===== config.mk =====
export PLATFORM = sky130hd
export DESIGN_NAME = time_keeper
export DESIGN_NICKNAME = d
export VERILOG_FILES = /design/src/rtl/time_keeper.sv
export SDC_FILE = /design/constraint.sdc
export NUM_CORES = 1
export LEC_CHECK = 0
export CORE_MARGIN = 4
export CORE_UTILIZATION = 30
export CTS_BUF_LIST = sky130_fd_sc_hd__clkbuf_2 sky130_fd_sc_hd__clkbuf_4 sky130_fd_sc_hd__clkbuf_8
export DETAILED_ROUTE_END_ITERATION = 10
export PLACE_DENSITY = 0.46
export REMOVE_ABC_BUFFERS = 1
export SLEW_MARGIN = 20
export SYNTH_ARGS = -nofsm -noshare
export SYNTH_HDL_FRONTEND = slang
export SYNTH_SLANG_ARGS = --single-unit

===== constraint.sdc =====
create_clock -name clk100khz -period 8.99 [get_ports clk100khz]
set_input_delay 0.899 -clock clk100khz [delete_from_list [all_inputs] [get_ports clk100khz]]
set_output_delay 0.899 -clock clk100khz [all_outputs]
set_load 0.005 [all_outputs]

===== src/rtl/time_keeper.sv =====
// BCD time-of-day core: prescaled h/m/s counters, set-mode FSM with
// auto-repeating inc/dec buttons, and a 12/24-hour display mapping.
module time_keeper #(
    parameter int CLK_HZ       = 100000,
    parameter int REPEAT_DELAY = 50000,
    parameter int REPEAT_RATE  = 10000
) (
    input  logic       clk100khz,
    input  logic       rst,
    input  logic       mode_set,
    input  logic       inc,
    input  logic       dec,
    input  logic       fmt12,
    output logic [3:0] msb_h,
    output logic [3:0] lsb_h,
    output logic [3:0] msb_m,
    output logic [3:0] lsb_m,
    output logic [3:0] msb_s,
    output logic [3:0] lsb_s,
    output logic       pm,
    output logic       tick,
    output logic [1:0] mode_flag
);
    localparam int PW = (CLK_HZ > 1) ? $clog2(CLK_HZ) : 1;
    localparam int HW = $clog2(REPEAT_DELAY + 1);
    localparam logic [PW-1:0] PRE_LAST    = PW'(CLK_HZ - 1);
    localparam logic [HW-1:0] HOLD_FIRE   = HW'(REPEAT_DELAY);
    localparam logic [HW-1:0] HOLD_RELOAD = HW'(REPEAT_DELAY - REPEAT_RATE);

    typedef enum logic [1:0] {
        NORMAL = 2'd0,
        SET_S  = 2'd1,
        SET_M  = 2'd2,
        SET_H  = 2'd3
    } mode_t;

    mode_t         mode_q;
    logic [PW-1:0] pre_q;
    logic [7:0]    sec_q;
    logic [7:0]    min_q;
    logic [7:0]    hour_q;
    logic          tick_q;
    logic          mode_hist_q;

    logic          mode_press;
    logic          both_low;
    logic [1:0]    btn;
    logic [1:0]    step;

    assign btn        = {dec, inc};
    assign mode_press = !mode_set && mode_hist_q;
    assign both_low   = !inc && !dec;

    // Index 0 is inc, index 1 is dec. A button held across a mode change or
    // chorded with its partner is disarmed until it is released and re-pressed.
    genvar gi;
    generate
        for (gi = 0; gi < 2; gi++) begin : g_btn
            logic          hist_q;
            logic          armed_q;
            logic          armed_d;
            logic [HW-1:0] cnt_q;
            logic [HW-1:0] cnt_d;
            logic          step_c;

            always_comb begin
                cnt_d   = '0;
                armed_d = 1'b0;
                step_c  = 1'b0;
                if (btn[gi] || mode_press || both_low) begin
                    cnt_d   = '0;
                    armed_d = 1'b0;
                end else if (hist_q) begin
                    armed_d = 1'b1;
                    step_c  = 1'b1;
                end else if (armed_q) begin
                    armed_d = 1'b1;
                    if (cnt_q + HW'(1) == HOLD_FIRE) begin
                        step_c = 1'b1;
                        cnt_d  = HOLD_RELOAD;
                    end else begin
                        cnt_d = cnt_q + HW'(1);
                    end
                end
            end

            always_ff @(posedge clk100khz) begin
                if (rst) begin
                    hist_q  <= 1'b1;
                    armed_q <= 1'b0;
                    cnt_q   <= '0;
                end else begin
                    hist_q  <= btn[gi];
                    armed_q <= armed_d;
                    cnt_q   <= cnt_d;
                end
            end

            assign step[gi] = step_c;
        end
    endgenerate

    function automatic logic [7:0] bcd_up(input logic [7:0] v, input logic [7:0] top);
        if (v == top) return 8'h00;
        if (v[3:0] == 4'd9) return {v[7:4] + 4'd1, 4'd0};
        return v + 8'd1;
    endfunction

    function automatic logic [7:0] bcd_dn(input logic [7:0] v, input logic [7:0] top);
        if (v == 8'h00) return top;
        if (v[3:0] == 4'd0) return {v[7:4] - 4'd1, 4'd9};
        return v - 8'd1;
    endfunction

    always_ff @(posedge clk100khz) begin
        if (rst) begin
            mode_q      <= NORMAL;
            pre_q       <= '0;
            sec_q       <= 8'h00;
            min_q       <= 8'h00;
            hour_q      <= 8'h00;
            tick_q      <= 1'b0;
            mode_hist_q <= 1'b1;
        end else begin
            mode_hist_q <= mode_set;
            tick_q      <= 1'b0;
            if (mode_q == NORMAL) begin
                // A mode press beats a coincident prescaler wrap.
                if (mode_press) begin
                    mode_q <= SET_S;
                    pre_q  <= '0;
                end else if (pre_q == PRE_LAST) begin
                    pre_q  <= '0;
                    tick_q <= 1'b1;
                    sec_q  <= bcd_up(sec_q, 8'h59);
                    if (sec_q == 8'h59) begin
                        min_q <= bcd_up(min_q, 8'h59);
                        if (min_q == 8'h59) hour_q <= bcd_up(hour_q, 8'h23);
                    end
                end else begin
                    pre_q <= pre_q + PW'(1);
                end
            end else begin
                pre_q <= '0;
                if (mode_press) begin
                    case (mode_q)
                        SET_S:   mode_q <= SET_M;
                        SET_M:   mode_q <= SET_H;
                        default: mode_q <= NORMAL;
                    endcase
                end else if (step[0] || step[1]) begin
                    case (mode_q)
                        SET_S:   sec_q  <= step[0] ? bcd_up(sec_q, 8'h59)  : bcd_dn(sec_q, 8'h59);
                        SET_M:   min_q  <= step[0] ? bcd_up(min_q, 8'h59)  : bcd_dn(min_q, 8'h59);
                        SET_H:   hour_q <= step[0] ? bcd_up(hour_q, 8'h23) : bcd_dn(hour_q, 8'h23);
                        default: ;
                    endcase
                end
            end
        end
    end

    logic [4:0] hour_bin;
    logic [4:0] disp_bin;

    // 12-hour view: 0 shows as 12, 13..23 fold down by twelve.
    always_comb begin
        hour_bin = 5'(hour_q[7:4]) * 5'd10 + 5'(hour_q[3:0]);
        disp_bin = hour_bin;
        if (hour_bin == 5'd0) begin
            disp_bin = 5'd12;
        end else if (hour_bin > 5'd12) begin
            disp_bin = hour_bin - 5'd12;
        end
        msb_h = hour_q[7:4];
        lsb_h = hour_q[3:0];
        if (fmt12) begin
            if (disp_bin >= 5'd10) begin
                msb_h = 4'd1;
                lsb_h = 4'(disp_bin - 5'd10);
            end else begin
                msb_h = 4'd0;
                lsb_h = disp_bin[3:0];
            end
        end
    end

    assign pm        = (hour_q >= 8'h12);
    assign msb_m     = min_q[7:4];
    assign lsb_m     = min_q[3:0];
    assign msb_s     = sec_q[7:4];
    assign lsb_s     = sec_q[3:0];
    assign tick      = tick_q;
    assign mode_flag = mode_q;
endmodule


Word-level counts from Yosys, hierarchy flattened:

Cells that the tools add are included.

* order comparisons: 3
* multipliers: 1
* bitwise operators: 4
* mux-type cells: 190
* eq/ne operators: 15
* add/sub/neg operators: 18
* reductions and logical operators: 33

Operator list (number)
* $mux W8: 54
* $mux W1: 125
* $add A16 B1 Y16 const B: 2
* $eq A16 B16 Y1 const B: 2
* $mux W16: 2
* $add A8 B1 Y8 const B: 3
* $logic_not A8 Y1: 3
* $sub A8 B1 Y8 const B: 3
* $add A17 B1 Y17 const B: 1
* $eq A17 B17 Y1 const B: 1
* $eq A8 B7 Y1 const B: 2
* $add A4 B1 Y4 const B: 3
* $eq A4 B4 Y1 const B: 3
* $logic_not A4 Y1: 3
* $mux W4: 3
* $reduce_or A4 Y1: 3
* $sub A4 B1 Y4 const B: 3
* $mux W5: 2
* $reduce_or A5 Y1: 2
* $eq A8 B6 Y1 const B: 1
* $ge A8 B5 Y1 const B: 1
* $reduce_bool A2 Y1: 4
* $mux W2: 3
* $ne A2 B1 Y1 const B: 3
* 20 further kinds: 32

* word-level logic and storage cells: 279
* flip-flop bits (word level): 81
* bits of input ports: 6
* output and inout bits: 28

Longest topological paths before layout:

Gate-level depths: netlist of the first run.

* depth after elaboration: 24
* depth in mapped cells: 13

Least setup slack after synthesis of the first run:

Ideal clock, no wire load.

* path kind: register to output
* start: register hour_q[4]
* end: output port lsb_h[2]
* path slack: 5106 ps
* buffers on the path: 0
* cell stages (with the launch flop): 14
* arrival time: 2985 ps
* path through: dfxtp_1 -> ha_1 -> ha_1 -> xor2_1 -> inv_1 -> ha_1 -> nand2_1 -> nand2_1 -> o21ai_0 -> ha_1 -> o31ai_1 -> a41oi_1 -> mux2_2 -> a21oi_1

* cells in the longest elaborated chain, start to end: 8
* elaborated cells between the ends (all ways): 11
* classes of those cells: 3 x add/sub; 1 x mul; 2 x order compare; 4 x mux; 1 x reduce/logical

Ends and longest elaborated chain
* from (decl): line 41 `logic [7:0] hour_q;`
* from (signal assigned): line 138 `if (min_q == 8'h59) hour_q <= bcd_up(hour_q, 8'h23);`
* from (signal assigned): line 155 `SET_H: hour_q <= step[0] ? bcd_up(hour_q, 8'h23) : bcd_dn(hour_q, 8'h23);`
* $mul A4 B3 Y4 (*): line 168 `hour_bin = 5'(hour_q[7:4]) * 5'd10 + 5'(hour_q[3:0]);`
* $add A5 B4 Y5 (*): line 168
* $sub A5 B4 Y5 / $gt A5 B4 Y1 (equally long branches): line 173, 172
* $mux W5: line 172 `end else if (hour_bin > 5'd12) begin`
* $mux W5 (*): line 170 `if (hour_bin == 5'd0) begin`
* $sub A4 B4 Y4 / $ge A5 B4 Y1 (equally long branches): line 180, 178
* $mux W4 (*): line 178 `if (disp_bin >= 5'd10) begin`
* $mux W4 (*): line 177 `if (fmt12) begin`
* to (decl): line 15 `output logic [3:0] lsb_h,`

Every way passes the cells marked *; elsewhere a longest branch is shown, timed or not.

Final worst setup path of the first run:

Ends and elaborated chain as after synthesis.

==> results_dict.tcl, run 1 <==
set metrics [dict create \
    rsz0062_at_grt "no" \
    numCtsBuffers 9 \
    worstSetupPathType "flop to primary output" \
    gp_congestion 0.804 \
    period_share 0.570 \
    setup_violations 0 \
    syn_area_um2 5400 \
    p_seq_frac 0.495 \
    stdcell_area_um2 6090 \
    antenna_found_initial 0 \
    synth-async-reset-ratio 0 \
    post_synth_fa_ha_maj_area_fraction 0.0802 \
    dpl_cell_area_um2 5880 \
    first_pass_iters 5 \
    synthSimpleGateAreaFrac 0.271 \
    required_ps 8090 \
    fmax_mhz 195 \
    fin_setup_tns_ps 0 \
    grt_max_degree 44 \
    status "completed" \
    cp-end-kind "primary output" \
    dieArea_um2 20200 \
    worst_slew_pin_slew_ps 1120 \
    synth-edff-count 0 \
    grt_pass1_vias 4456 \
    track_usage 0.131 \
    ys_warn_count 0 \
    gr-total-overflow 0 \
    drc_errors 0 \
    synth.most_common_cell "nor2_1" \
    numPortBuffers 33 \
    chipHeight_um 142 \
    synth_compound_area_frac 0.174 \
    start_util 0.309 \
    start_kind "flop" \
    ys_types 73 \
    synth.area.top_cells "dfxtp_1 (30%), ha_1 (7.6%), nor2_1 (7.2%)" \
    synth_top_family_by_area "simple AND/OR/NAND/NOR gates" \
    finalPower_uw 744 \
    crit_arrival_ps 4230 \
    n_antenna_cell 0 \
    hold_class "flop to flop" \
    clockPowerShare 0.407 \
    postSynthAreaPerCell_um2 8.06 \
    insertion_delay_ps 370 \
    path_max_fanout 10 \
    cts_setup_buffers 0 \
    report.final.slew_viol_count 0 \
    dp_hpwl_um 9120 \
    fin_skew_ps 11.8 \
    h-tree-depth 3 \
    synth_top_area_frac 0.300 \
    placementRows 48 \
    synth-seq-cells 81 \
    power.density_nw_per_um2 122 \
    viasPerCell 5.22 \
    cts.sinks 81 \
    synth-main-ff-cell "dfxtp_1" \
    finalHoldViolCount 0 \
    p_int_uw 546 \
    swShare 0.266 \
    core-area_um2 17500 \
    cts.path.max_buffers 2 \
    synthXorXnorAreaFrac 0.0957 \
    slew_headroom 0.254 \
    nets 727 \
    synthCells 670 \
    grt_pass1_wl_um 22100 \
    root_buffer "clkbuf_8" \
    num_vias 4785 \
    dr.first_iter.drc_count 431 \
    final_util 0.349 \
    die_width_um 142 \
    drt-total-wl_um 12900 \
    syn_to_final_growth_pct 12.8 \
    combPwrFrac 0.098 \
    ant_nets 0 \
    netSwitchingPower_uw 198 \
    wl_per_cell_um 14.0 \
    ys_seq_area_frac 0.300 \
    drive_gt1_frac 0.0535 \
    ioPinCount 34 \
    power.leakage_uw 0.00214 \
    netlist_top_cells_count "nor2_1 (104), dfxtp_1 (81), nand2_1 (48)" \
    ctsHoldBuffers 0 \
    cts_tree "built" \
    clk_pin_slew_ps 90 \
    drv_cap 0 \
    irDropWorstVdd_uv 72.6 \
    synth_mux_area_frac 0.0276 \
    period_needed_ps 5130 \
    synth_top_area_cell "dfxtp_1" \
    ctsResizeCount 0 \
]
==> power by group through the flow <==
stage | Clock [µW] | Sequential, µW | Combinational [µW]
final | 303 | 368 | 73.0
after global placement | 0 | 376 | 72.2
after global routing | 331 | 369 | 81.1
after detailed placement | 0 | 377 | 73.3
after CTS | 314 | 368 | 73.6
after floorplan | 0 | 375 | 46.2
==> state kept, by name (all words and copies together), names as in the netlist, 2 cells and up <==
register and cells:
pre_q 17, mode_flag 2, g_btn.cnt_q 32, sec_q 8
g_btn.armed_q 2, g_btn.hist_q 2, min_q 8, hour_q 8
==> layer usage <==
| layer | GRT usage | vias up | part of all wire |
|---|---|---|---|
| met5 | 0 | - | 0 |
| met4 | 0.0545 | 0 | 0.016 |
| met3 | 0.0185 | 14 | 0.040 |
| met2 | 0.199 | 71 | 0.45 |
| met1 | 0.186 | 2287 | 0.49 |
| li1 | - | 2413 | - |
==> cells by family after synthesis <==
kind of cell / count (synthesis)
adders and majority gates: 34
xor gates and xnor gates: 59
DFF: 81
muxes: 13
and+or+nand+nor: 288
AOI/OAI and AO/OA: 132
buffers and inverters: 63
==> cell usage in the layout, fill, tap and decap left out, types with 6 or more instances in the layout <==
master / netlist / final
xnor2_1: 34 / 34
inv_1: 34 / 34
and3_1: 8 / 8
nor4_1: 6 / 6
nand3_1: 33 / 33
xor2_1: 25 / 25
ha_1: 33 / 33
nor2_1: 104 / 104
a21oi_1: 33 / 33
nor2b_1: 13 / 13
a311oi_1: 6 / 6
nand2b_1: 9 / 9
nand2_1: 48 / 48
nand4_1: 19 / 19
o211ai_1: 7 / 7
dfxtp_1: 81 / 81
o21ai_0: 24 / 24
nor3_1: 8 / 8
clkdlybuf4s50_1: 0 / 33
clkbuf_8: 0 / 9
mux2i_1: 10 / 10
or2_2: 6 / 6
a211oi_1: 9 / 9
==> metrics by stage <==
stage	setup WS, ps	hold slack (ps)	cells
floorplan	5110	426	641
global placement	4350	443	901
detailed placement	4270	453	901
CTS	3840	470	916
global route	3540	486	916
finish	3860	474	916
==> worst max-delay path: stages, from the launching register on <==
cell,delay (ps)
dfxtp_1,560
ha_1,310
ha_1,300
xor2_1,270
inv_1,120
ha_1,240
nand2_1,60
nand2_1,50
o21ai_0,270
ha_1,250
o31ai_1,90
a41oi_1,310
mux2_2,380
a21oi_1,140
clkdlybuf4s50_1,520
==> path summary, 6_finish.rpt <==
| kind | slack, ps | cells after the start | from | to |
|---|---|---|---|---|
| worst max-delay path | 3860 | 14 | hour_q[4] | lsb_h[2] |
| worst min-delay path | 470 | 1 | pre_q[0] | pre_q[0] |
| worst max register to register | 5030 | 9 | g_btn[0].cnt_q[0] | min_q[6] |
| worst min register to register | 470 | 1 | pre_q[0] | pre_q[0] |
==> area by class of cell <==
class	instances	area, µm²
clock buffers	9	124
clock inverters	6	92.6
fillers	1824	11400
inverters	34	128
multi-input cells	526	3500
flip-flops and latches	81	1620
well taps	225	282
repair buffers	35	345
Note: power is estimated with default switching activity, not from simulation.
==> run 2, diff against run 1 <==
Clock period 8.99 ns to 5 ns, I/O delays scaled along.
==> run 2 against run 1 <==
  * Power increased by 68%
  * Count of clock-buffer cells in the layout rose by 1
  * Sequential power is 80% higher
==> results_dict.tcl, run 2 (synthesis results as in run 1) <==
set metrics [dict create \
    cp-end-kind "primary output" \
    cp_common_cell "ha_1" \
    cp_cell_sequence "ha_1 -> ha_1 -> xor2_1 -> inv_1 -> ha_1 -> nand2_1 -> nand2_1 -> o21ai_0 -> ha_1 -> o31ai_1 -> a41oi_1 -> mux2_2 -> a21oi_1 -> clkdlybuf4s50_1" \
    chipHeight_um 142 \
    irDropWorstVdd_uv 119 \
    track_usage 0.126 \
    finalHoldViolCount 0 \
    top_register "g_btn.cnt_q" \
    drt-total-wl_um 12700 \
    power.density_nw_per_um2 206 \
    slowest_stage "clkdlybuf4s50_1" \
    final_common_cell "nor2_1" \
    top_regs "g_btn.cnt_q x32, pre_q x17" \
    drc_errors 0 \
    rsz0062_at_grt "no" \
    slew_headroom 0.435 \
    hp-start "g_btn[1].cnt_q[0]" \
    hold_class "flop to flop" \
    largest_reg_flops 32 \
    r2r-start "g_btn[0].cnt_q[2]" \
    grt_pass1_wl_um 20800 \
    die_width_um 142 \
    wl_per_cell_um 13.8 \
    worstSetupPathType "flop to primary output" \
    setup_ws_ps 316 \
    fmax_mhz 213 \
    place_ws_ps 602 \
    worst_slew_pin_slew_ps 843 \
    first_pass_iters 4 \
    root_buffer "clkbuf_8" \
    setup_violations 0 \
    report.final.slew_viol_count 0 \
    crit_arrival_ps 4180 \
    cts.path.max_buffers 2 \
    r2r_cells 8 \
    cts_tree "built" \
    drv_cap 0 \
    status "completed" \
    h-tree-depth 3 \
    ant_nets 0 \
    cp_slowest_stage_delay_ps 510 \
    grt_max_degree 31 \
    start_util 0.309 \
    placementRows 48 \
    core-area_um2 17500 \
    num_vias 4712 \
    ioPinCount 34 \
    numCtsBuffers 9 \
    dpl_cell_area_um2 5890 \
    period_share 0.937 \
    nets 729 \
    dieArea_um2 20200 \
    drive_gt1_frac 0.0577 \
    clk_pin_slew_ps 80 \
    rrSetupSlack_ps 1400 \
    dr.first_iter.drc_count 301 \
    dp_hpwl_um 9220 \
    grt_pass1_vias 4225 \
    gr-total-overflow 0 \
    syn_to_final_growth_pct 12.4 \
    cts_setup_buffers 0 \
    path_max_fanout 8 \
    antenna_found_initial 0 \
    viasPerCell 5.13 \
    start_kind "flop" \
    fin_setup_tns_ps 0 \
    gp_congestion 0.829 \
    most-common-layout-cells "nor2_1 (104), dfxtp_1 (80), nand2_1 (48), inv_1 (34), xnor2_1 (34)" \
    stdcell_area_um2 6070 \
    timing.rr.end "min_q[6]" \
    period_needed_ps 4680 \
    required_ps 4500 \
    n_antenna_cell 0 \
    holdPathEnd "g_btn[1].cnt_q[0]" \
    cts.sinks 81 \
    fin_skew_ps 19.5 \
    worstHoldPathCells 1 \
    fill_cells 1788 \
    insertion_delay_ps 380 \
    power.leakage_uw 0.00214 \
    numPortBuffers 33 \
]
-- run 2: cell types whose count changed in the layout (fill, tap and decap cells not counted), sizes merged --
| cell | before | now |
|---|---|---|
| bufinv | 2 | 0 |
| clkinv | 1 | 2 |
| clkbuf | 9 | 10 |
| clkinvlp | 2 | 1 |
| buf | 2 | 4 |
| inv | 35 | 36 |
-- run 2: critical path, delay by kind of cell, from the launching register on --
| kind | cells | cell delay (ps) |
|---|---|---|
| adder cells (fa/ha/maj) | 4 | 1090 |
| AO/OA/AOI/OAI | 4 | 860 |
| XOR/XNOR | 1 | 280 |
| buffers and inverters | 2 | 640 |
| flip-flops | 1 | 480 |
| multiplexers | 1 | 380 |
| AND/OR/NAND/NOR | 2 | 110 |
-- run 2: repair_timing --
item                                    CTS  global route
gates resized for setup                   0             1
endpoints found under the setup margin    0             1
hold buffers                              0             0
-- run 2: worst max-delay path by stage --
stage                         start  endpoint  slack [ps]  cells past startpoint
after detailed placement  hour_q[4]  lsb_h[2]         600                     14
after floorplan           hour_q[4]  lsb_h[2]        1510                     13
final                     hour_q[6]  lsb_h[2]         320                     14
after global placement    hour_q[4]  lsb_h[2]         760                     14
after global routing      hour_q[6]  lsb_h[2]          80                     14
after CTS                 hour_q[4]  lsb_h[2]         180                     14
-- run 2: power by group --
group / internal (µW) / total (µW) / switching (µW)
Combinational: 51.6 / 133 / 81.1
Sequential: 651 / 662 / 10.3
Clock: 195 / 456 / 261
-- run 2: final cells by class --
class / count / area (µm²) / share of cell area
clock buffers: 10 / 138 / 0.0227
clock inverters: 5 / 38.8 / 0.00639
inverters: 34 / 128 / 0.0210
multi-input cells: 526 / 3500 / 0.577
flip-flops and latches: 81 / 1620 / 0.267
well taps: 225 / 282 / 0.0464
repair buffers: 37 / 360 / 0.0594
-- run 2: through the flow --
step | cells | utilization | power (µW) | hold WS [ps]
floorplan | 641 | - | 757 | 426
global placement | 903 | 0.337 | 808 | 441
detailed placement | 903 | 0.337 | 810 | 453
CTS | 918 | 0.347 | 1280 | 472
global route | 918 | 0.347 | 1320 | 481
finish | 918 | 0.347 | 1250 | 469
-- run 2: layer usage --
layer | GRT usage | vias to the layer above | part of all wire
met5 | 0 | - | 0
met4 | 0.0545 | 0 | 0.018
met3 | 0.0195 | 14 | 0.030
met2 | 0.193 | 69 | 0.45
met1 | 0.174 | 2203 | 0.51
li1 | - | 2426 | -
==> run 3, diff against run 2 <==
Settings changed: RECOVER_POWER set to 100.
==> run 3 against run 2 <==
  * The run now ends with max-capacitance violations, max-slew violations left
  * Register-to-register slack lost 750 ps
  * Final area decreased by 0.60%
  * Hold slack hardly changed
  * Flip-flop and latch count is the same
  * Highest routed layer unchanged
==> results_dict.tcl, run 3 (synthesis results as in run 1) <==
set metrics [dict create \
    top_regs "g_btn.cnt_q x32, pre_q x17" \
    antenna_found_initial 0 \
    rsz0062_at_grt "no" \
    clk_pin_slew_ps 80 \
    power.density_nw_per_um2 206 \
    n_antenna_cell 0 \
    nets 729 \
    cp_cell_sequence "ha_1 -> ha_1 -> xor2_1 -> inv_1 -> ha_1 -> nand2_1 -> nand2_1 -> o21ai_0 -> ha_1 -> o31ai_1 -> a41oi_1 -> mux2_2 -> a21oi_1 -> clkdlybuf4s50_1" \
    setup_violations 0 \
    grt_pass1_wl_um 20800 \
    dr.first_iter.drc_count 306 \
    most-common-layout-cells "nor2_1 (104), dfxtp_1 (80), nand2_1 (48)" \
    ant_nets 0 \
    cp-end-kind "primary output" \
    placementRows 48 \
    final_common_cell "nor2_1" \
    cts.sinks 81 \
    cp_slowest_stage_delay_ps 510 \
    viasPerCell 5.13 \
    worst_slew_pin_slew_ps 1590 \
    final_cells 918 \
    root_buffer "clkbuf_8" \
    wl_per_cell_um 13.8 \
    numCtsBuffers 9 \
    die_width_um 142 \
    report.final.slew_viol_count 31 \
    first_pass_iters 4 \
    worstSetupPathType "flop to primary output" \
    fin_skew_ps 17.7 \
    path_max_fanout 8 \
    insertion_delay_ps 380 \
    hold_class "flop to flop" \
    stdcell_area_um2 6030 \
    dp_hpwl_um 9220 \
    drc_errors 0 \
    final_util 0.345 \
    cts_tree "built" \
    irDropWorstVdd_uv 118 \
    fin_setup_tns_ps 0 \
    drv_cap 1 \
    num_vias 4708 \
    status "finished with violations" \
    cp_common_cell "ha_1" \
    start_kind "flop" \
    period_needed_ps 4670 \
    period_share 0.935 \
    dpl_cell_area_um2 5890 \
    grt_pass1_vias 4225 \
    gp_congestion 0.829 \
    top_register "g_btn.cnt_q" \
    fmax_mhz 214 \
    grt_max_degree 31 \
    gr-total-overflow 0 \
    chipHeight_um 142 \
    ioPinCount 34 \
    largest_reg_flops 32 \
    placed_cells 903 \
    track_usage 0.126 \
    core-area_um2 17500 \
    violations "max-capacitance violations, max-slew violations" \
    required_ps 4500 \
    finalHoldViolCount 0 \
    drt-total-wl_um 12700 \
    h-tree-depth 3 \
    power.leakage_uw 0.00221 \
    crit_arrival_ps 4170 \
    crit_buf_inv 2 \
    cts.path.max_buffers 2 \
    start_util 0.309 \
    dieArea_um2 20200 \
    slowest_stage "clkdlybuf4s50_1" \
    cp_top_family "adder cells" \
    drive_gt1_frac 0.0505 \
    slew_headroom -0.0596 \
    syn_to_final_growth_pct 11.7 \
    numPortBuffers 33 \
]
## run 3: changes by cell type in the layout (fill, tap and decap cells not counted), moves of 2 or more
cell and delta:
buf_4 -3, clkbuf_1 +2, clkdlybuf4s50_1 -28, dlygate4sd3_1 +28
## run 3: worst paths after layout
path,slack [ps],depth (start not counted),endpoint,startpoint
max,330,14,lsb_h[2],hour_q[6]
min,470,1,g_btn[1].cnt_q[0],g_btn[1].cnt_q[0]
max reg2reg,650,10,min_q[3],g_btn[0].cnt_q[0]
min reg2reg,470,1,g_btn[1].cnt_q[0],g_btn[1].cnt_q[0]
## run 3: power breakdown
| part | switching (µW) | internal (µW) |
|---|---|---|
| clock | 261 | 195 |
| combinational | 78.9 | 47.0 |
| sequential | 10.2 | 651 |
## run 3: what timing repair did
action / CTS / global route
hold buffers: 0 / 0
endpoints found under the setup margin: 0 / 1
gates resized for setup: 0 / 1
buffers inserted: 0 / 0
## run 3: per-stage QoR
| stage | power, µW | hold slack, ps | worst slack [ps] |
|---|---|---|---|
| final | 1240 | 469 | 325 |
| after global routing | 1310 | 481 | 77.9 |
| after CTS | 1280 | 472 | 179 |
| after detailed placement | 810 | 453 | 602 |
| after global placement | 808 | 441 | 757 |
| after floorplan | 757 | 426 | 1510 |
## run 3: cell type report
class | count | area, µm²
timing repair buffer | 37 | 350
multi-input combinational | 526 | 3470
sequential | 81 | 1620
clock buffer | 10 | 138
tap | 225 | 282
fill | 1794 | 11400
clock inverter | 5 | 38.8
inverter | 34 | 128
## run 3: routing by layer
layer / GRT usage / vias to the layer above / routed length (µm) / part of all wire
met3: 0.0195 / 14 / 401 / 0.032
li1: - / 2421 / - / -
met1: 0.174 / 2203 / 6380 / 0.50
met2: 0.193 / 70 / 5670 / 0.45
met5: 0 / - / 0 / 0
met4: 0.0545 / 0 / 227 / 0.018
